## src/rtl/reg_file.sv

```systemverilog
// Architectural register file with rename-status (busy/tag) tracking for the Tomasulo core.
// Two combinational source queries with commit bypass; issue renames, commit retires, rollback flushes.
module reg_file #(
    parameter int ROB_BITS = 4,
    parameter int DATA_W   = 32,
    parameter int REG_BITS = 5
) (
    input  logic                clk,
    input  logic                rst,
    input  logic                rdy,
    input  logic                rollback,
    input  logic [REG_BITS-1:0] reg_rs1,
    output logic                reg_rs1_rdy,
    output logic [DATA_W-1:0]   reg_rs1_val,
    output logic [ROB_BITS-1:0] reg_rs1_rob_pos,
    input  logic [REG_BITS-1:0] reg_rs2,
    output logic                reg_rs2_rdy,
    output logic [DATA_W-1:0]   reg_rs2_val,
    output logic [ROB_BITS-1:0] reg_rs2_rob_pos,
    input  logic                issue,
    input  logic [REG_BITS-1:0] issue_rd,
    input  logic [ROB_BITS-1:0] issue_rob_pos,
    input  logic                commit,
    input  logic [REG_BITS-1:0] commit_rd,
    input  logic [DATA_W-1:0]   commit_val,
    input  logic [ROB_BITS-1:0] commit_rob_pos
);
    localparam int NREG = 1 << REG_BITS;

    logic [DATA_W-1:0]   val_reg  [NREG];
    logic                busy_reg [NREG];
    logic [ROB_BITS-1:0] tag_reg  [NREG];

    typedef struct packed {
        logic                rdy;
        logic [DATA_W-1:0]   val;
        logic [ROB_BITS-1:0] pos;
    } query_t;

    // Queries see pre-edge state; a same-cycle issue is deliberately ignored here.
    function automatic query_t lookup(input logic [REG_BITS-1:0] r);
        query_t q;
        q.rdy = 1'b1;
        q.val = '0;
        q.pos = '0;
        if (rst || r == '0) begin
            q.rdy = 1'b1;
        end else if (!busy_reg[r]) begin
            q.val = val_reg[r];
        end else if (commit && commit_rd == r && commit_rob_pos == tag_reg[r]) begin
            q.val = commit_val;
        end else begin
            q.rdy = 1'b0;
            q.pos = tag_reg[r];
        end
        return q;
    endfunction

    query_t q1, q2;

    always_comb begin
        q1 = lookup(reg_rs1);
        q2 = lookup(reg_rs2);
    end

    assign reg_rs1_rdy     = q1.rdy;
    assign reg_rs1_val     = q1.val;
    assign reg_rs1_rob_pos = q1.pos;
    assign reg_rs2_rdy     = q2.rdy;
    assign reg_rs2_val     = q2.val;
    assign reg_rs2_rob_pos = q2.pos;

    // Register 0 is only ever touched by reset, so it stays zero and idle.
    always_ff @(posedge clk) begin
        if (rst) begin
            for (int i = 0; i < NREG; i++) begin
                val_reg[i]  <= '0;
                busy_reg[i] <= 1'b0;
                tag_reg[i]  <= '0;
            end
        end else if (rdy) begin
            for (int i = 1; i < NREG; i++) begin
                if (commit && commit_rd == REG_BITS'(i))
                    val_reg[i] <= commit_val;
                if (rollback) begin
                    busy_reg[i] <= 1'b0;
                end else if (issue && issue_rd == REG_BITS'(i)) begin
                    busy_reg[i] <= 1'b1;
                    tag_reg[i]  <= issue_rob_pos;
                end else if (commit && commit_rd == REG_BITS'(i) &&
                             busy_reg[i] && tag_reg[i] == commit_rob_pos) begin
                    busy_reg[i] <= 1'b0;
                end
            end
        end
    end
endmodule

```

## config.mk

```make
export PLATFORM = sky130hd
export DESIGN_NAME = reg_file
export DESIGN_NICKNAME = d
export VERILOG_FILES = /design/src/rtl/reg_file.sv
export SDC_FILE = /design/constraint.sdc
export NUM_CORES = 2
export LEC_CHECK = 0
export CAP_MARGIN = 25
export CORE_MARGIN = 2
export CORE_UTILIZATION = 44
export CTS_BUF_LIST = sky130_fd_sc_hd__clkbuf_8
export DETAILED_ROUTE_END_ITERATION = 12
export PLACE_DENSITY = 0.58
export SLEW_MARGIN = 10
export SYNTH_ARGS = -nofsm -noshare
export SYNTH_HDL_FRONTEND = slang
export SYNTH_SLANG_ARGS = --single-unit
```

## constraint.sdc

```tcl
create_clock -name clk -period 11.6 [get_ports clk]
set_input_delay 2.9 -clock clk [delete_from_list [all_inputs] [get_ports clk]]
set_output_delay 2.9 -clock clk [all_outputs]
set_load 0.05 [all_outputs]
```

# Word level (Yosys, flattened, before mapping)
# Memories as Yosys holds them, arrays and structs flattened.
# Index checks and enable logic that the tools add are counted.
word_totals:
  ff_bits: 0
  latch_bits: 0
  mem_bits_rw: 1184
  rom_bits: 0
  wordCells: 1029
  mem_count: 3
mem_list:
  columns: ["name", "words", "width", "rd", "rd_ports_with_merged_regs", "write_ports", "line", "rtl"]
  rows:
  - ["val_reg", 32, 32, 2, 0, 32, "30", "logic [DATA_W-1:0] val_reg [NREG];"]
  - ["tag_reg", 32, 4, 33, 0, 32, "32", "logic [ROB_BITS-1:0] tag_reg [NREG];"]
  - ["busy_reg", 32, 1, 33, 0, 32, "31", "logic busy_reg [NREG];"]
classes:
  add_sub_neg: 0
  mul: 0
  div: 0
  order_cmp: 0
  n_eq_ne: 97
  shift: 0
  n_mux: 642
  bitwise: 155
  reduce_logical: 132
ops:
  columns: ["op", "count"]
  rows:
  - ["2-to-1 mux 32 bit", 35]
  - ["2-to-1 mux 1 bit", 570]
  - ["== test 5 bit, second input constant", 32]
  - ["OR 1 bit", 155]
  - ["2-to-1 mux 4 bit", 35]
  - ["== test 4 bit", 33]
  - ["logical AND 1 bit", 128]
  - ["== test 5 x 4 -> 1 bit, second input constant", 16]
  - ["2-to-1 mux 36 bit", 2]
  - ["== test 5 x 3 -> 1 bit, second input constant", 8]
  - ["== test 5 x 2 -> 1 bit, second input constant", 4]
  - ["== test 5 x 1 -> 1 bit, second input constant", 2]
  - ["== test 5 bit", 2]
  - ["zero test 5 bit", 2]
  - ["logical OR 1 bit", 2]

# Longest topological paths before layout
depth:
  ltp_word: 11
  ltp_mapped: 13
  ltp_nobuf: 7

# Worst setup path after synthesis
# Ideal clock, no wire load.
synth_timing:
  kind: "input -> output"
  start: "input reg_rs2[1]"
  end: "output reg_rs2_val[10]"
  t_arrival_ns: 6.516
  required_time_ns: 8.700
  path_slack_ns: 2.184
  path_stages: 11
  path_buffers: 4
  cell_sequence: "buf_6 buf_8 buf_12 xor2_1 nor4_1 nand3_1 or3_1 a2111oi_2 o2111ai_2 buf_6 o41ai_1"
synth_via:
  elab_chain_cells: 6
  elab_cells_between_ends: 12
synth_rtl:
  columns: ["item", "line", "rtl"]
  rows:
  - ["start, declared", "16", "input logic [REG_BITS-1:0] reg_rs2,"]
  - ["memory read (32 x 4 bit) / == test 5 bit (equally long branches)", null, null]
  - ["== test 4 bit / logical AND 1 bit (equally long branches)", "50", "end else if (commit && commit_rd == r && commit_rob_pos == tag_reg[r]) begin"]
  - ["logical AND 1 bit", "50", null]
  - ["2-to-1 mux 32 bit", "50", null]
  - ["2-to-1 mux 32 bit", "48", "end else if (!busy_reg[r]) begin"]
  - ["2-to-1 mux 36 bit *", "46", "if (rst || r == '0) begin"]
  - ["end, declared", "18", "output logic [DATA_W-1:0] reg_rs2_val,"]
# Every way passes the cells marked *; elsewhere a longest branch is shown, timed or not.

# Worst setup path in the final report
layout_timing:
  start: "input reg_rs2[3]"
  end: "output reg_rs2_val[2]"
# Same word-level chain as after synthesis.

==> results.sh <==
export IMPL_wirelength_mm=214.9
export IMPL_clockBufferDepth=3
export IMPL_fin_tns_setup_ns=0
export IMPL_maxSlewViolCount=0
export IMPL_fin_worst_skew_ns=0.07081
export IMPL_syn_to_final_growth_pct=11.01
export IMPL_synth_edf_count=1147
export IMPL_p_leak_nw=22.28
export IMPL_grt_max_degree=104
export IMPL_drtIter0Drc=6153
export IMPL_wl_met3_mm=25.35
export IMPL_largest_register_ff_count=992
export IMPL_die_y_um=375.5
export IMPL_fin_nets=4132
export IMPL_cts_tree="built"
export IMPL_hold_buffers=0
export IMPL_antenna_found_initial=8
export IMPL_cts_buffers=197
export IMPL_grt_pass1_vias=39960
export IMPL_rrSetupSlack_ns=9.89
export IMPL_synth_flop_cell="edfxtp_1"
export IMPL_yosys_warnings=0
export IMPL_ys_seq_elements=1147
export IMPL_synth_top_cell_by_area="edfxtp_1"
export IMPL_grt_overflow=0
export IMPL_vias=40530
export IMPL_die_w_um=375.5
export IMPL_post_dp_hpwl_mm=124.3
export IMPL_h_tree_depth=4
export IMPL_num_io_pins=140
export IMPL_cts_root_buffer_cell="clkbuf_8"
export IMPL_maxCapViolCount=0
export IMPL_drc_errors=0
export IMPL_rsz0062_at_grt="no"
export IMPL_p_per_area_nw_per_um2=148.7
export IMPL_num_rows=136
export IMPL_routedWlPerCell_um=35.67
export IMPL_clkTransAtPathRegs_ns=0.06
export IMPL_numClockSinks=1147
export IMPL_synth_area_um2=60710
export IMPL_avgViaCountPerCell=6.726
export IMPL_setup_viol=0
export IMPL_fin_crit_ns=10.69
export IMPL_path_max_fanout=47
export IMPL_post_cts_buffers=0
export IMPL_fin_area_um2=67400
export IMPL_place_area_um2=63790
export IMPL_dr_wl_met2_mm=97.83
export IMPL_yosysUniqueCellTypes=61
export IMPL_top_layer_used="met5"
export IMPL_end_kind="output pin"
export IMPL_dieArea_um2=141000
export IMPL_drt_met1_wl_mm=83.08
export IMPL_drive_above_1_share_pct=27.07
export IMPL_synth_top_cells_by_count="edfxtp_1 (1,147), nor2_1 (677), mux4_2 (602), clkbuf_1 (267), nand2b_1 (156)"
export IMPL_hold_viol=0
export IMPL_max_freq_mhz=93.54
export IMPL_irDropWorstVdd_v=0.00009016
export IMPL_synth_most_common_cell="edfxtp_1"
export IMPL_hold_path_class="register to register"
export IMPL_gp_congestion=0.9940
export IMPL_grt_usage_pct=30.48
export IMPL_postSynthCellCount=4003
export IMPL_drt_first_pass_iters=6
export IMPL_post_cts_resized=0
export IMPL_insertion_delay_ns=0.93
export IMPL_async_reset_ff_share_pct=0
export IMPL_synth_top_area_share_pct=56.73
export IMPL_timing_final_crit_share_pct=92.16
export IMPL_relSlewSlack_pct=25.83
export IMPL_cp_data_required_time_ns=8.70
export IMPL_status="complete, no violations"
export IMPL_tightest_slew_ns=1.113
export IMPL_syn_num_nets=4069
export IMPL_floorplan_initialDensity_pct=44.27
export IMPL_crit_type="input pin to output pin"
export IMPL_start_kind="input pin"
export IMPL_yosysSeqAreaShare_pct=56.73
export IMPL_io_buffers=139
export IMPL_core_area_um2=137200
export IMPL_grt_pass1_wl_mm=302.0
export IMPL_synth_area_leaders="edfxtp_1 (57%), mux4_2 (22%), nor2_1 (4.2%), mux2i_1 (1.9%), xnor2_1 (1.8%)"
export IMPL_ant_nets=0
export IMPL_avgSynthCellArea_um2=15.17
export IMPL_worstPathArrival_ns=7.79
[area by class of cell]
| cell class | instances | area, µm² |
|---|---|---|
| clock inverter | 164 | 835.8 |
| inverter | 74 | 284.0 |
| timing repair buffer | 266 | 2376 |
| clock buffer | 199 | 2739 |
| fill | 11720 | 69750 |
| tap | 1794 | 2245 |
| sequential | 1147 | 34440 |
| multi-input combinational | 2380 | 24470 |
| antenna | 2 | 5.005 |
[per-layer routing]
layer  vias up  global-route usage, %
li1      15900                      -
met1     21360                  42.29
met2      2777                  46.64
met3       491                  7.443
met4         4                  11.71
met5         -                      0
[cells by family (layout without fill, tap and decap cells)]
logic type / count (synthesis) / after routing / synth area share (%)
other: 0 / 2 / 0
flip-flops: 1147 / 1147 / 56.73
XOR/XNOR: 141 / 141 / 2.034
buffers and inverters: 476 / 703 / 3.316
multiplexers: 767 / 767 / 25.15
AND/OR/NAND/NOR: 1131 / 1131 / 8.379
AO/OA/AOI/OAI: 341 / 341 / 4.394
[layout by cell type (no fill, tap or decap), types with 7 or more instances in the layout]
cell and count:
nand2_1 81, edfxtp_1 1147, mux2i_1 118, nand2b_1 139, nor2_1 676, nor2b_1 15, a21o_2 14, mux4_2 602
xor2_1 16, nand4_1 57, o31ai_2 29, nor3_1 23, mux2_2 46, and2_1 13, a221oi_1 8, clkinv_2 34
buf_4 131, a21oi_1 18, xnor2_1 124, nand3b_1 7, o21ai_0 51, nand3_1 44, nand2_2 17, clkinv_1 60
and3_1 8, a22o_1 35, o41ai_1 31, clkdlybuf4s50_1 116, inv_1 125, clkbuf_8 199, nand2b_2 13, o211ai_1 83
a22oi_1 30, a21o_1 9
[stage by stage]
stage          power [mW]  instances  setup WS (ns)  utilization, %  hold WS (ns)
2_1_floorplan       6.058       4003          2.184               -        0.6994
3_3_place_gp        6.626       5655         0.8167           46.48        0.7508
3_5_place_dp        6.639       5658          1.070           46.51        0.7498
4_1_cts             10.04       6021          1.073           49.11        0.7693
5_1_grt             10.31       6025         0.8440           49.14        0.8155
6_report            10.02       6026         0.9095           49.14        0.7690
[path summary, 6_finish.rpt]
kind / endpoint / start / depth (start not counted)
max: reg_rs2_val[2] / reg_rs2[3] / 10
max reg2reg: busy_reg[17] / tag_reg[17][1] / 5
min: busy_reg[11] / tag_reg[11][3] / 3
min reg2reg: busy_reg[11] / tag_reg[11][3] / 3
[power by group]
group / internal [mW] / switching, mW / total [mW]
clock network: 1.66 / 1.78 / 3.44
registers: 4.86 / 0.155 / 5.02
logic: 0.650 / 0.921 / 1.57
[worst max-delay path, stage by stage]
cell and delay, ns:
buf_4 0.77, nor2_1 0.46, a22o_1 0.31, a221oi_1 0.39, xor2_1 0.14, a2111oi_2 0.50
o2111ai_4 0.47, buf_4 0.42, o41ai_1 0.42, clkdlybuf4s50_1 0.89
(Power assumes the default switching activity.)
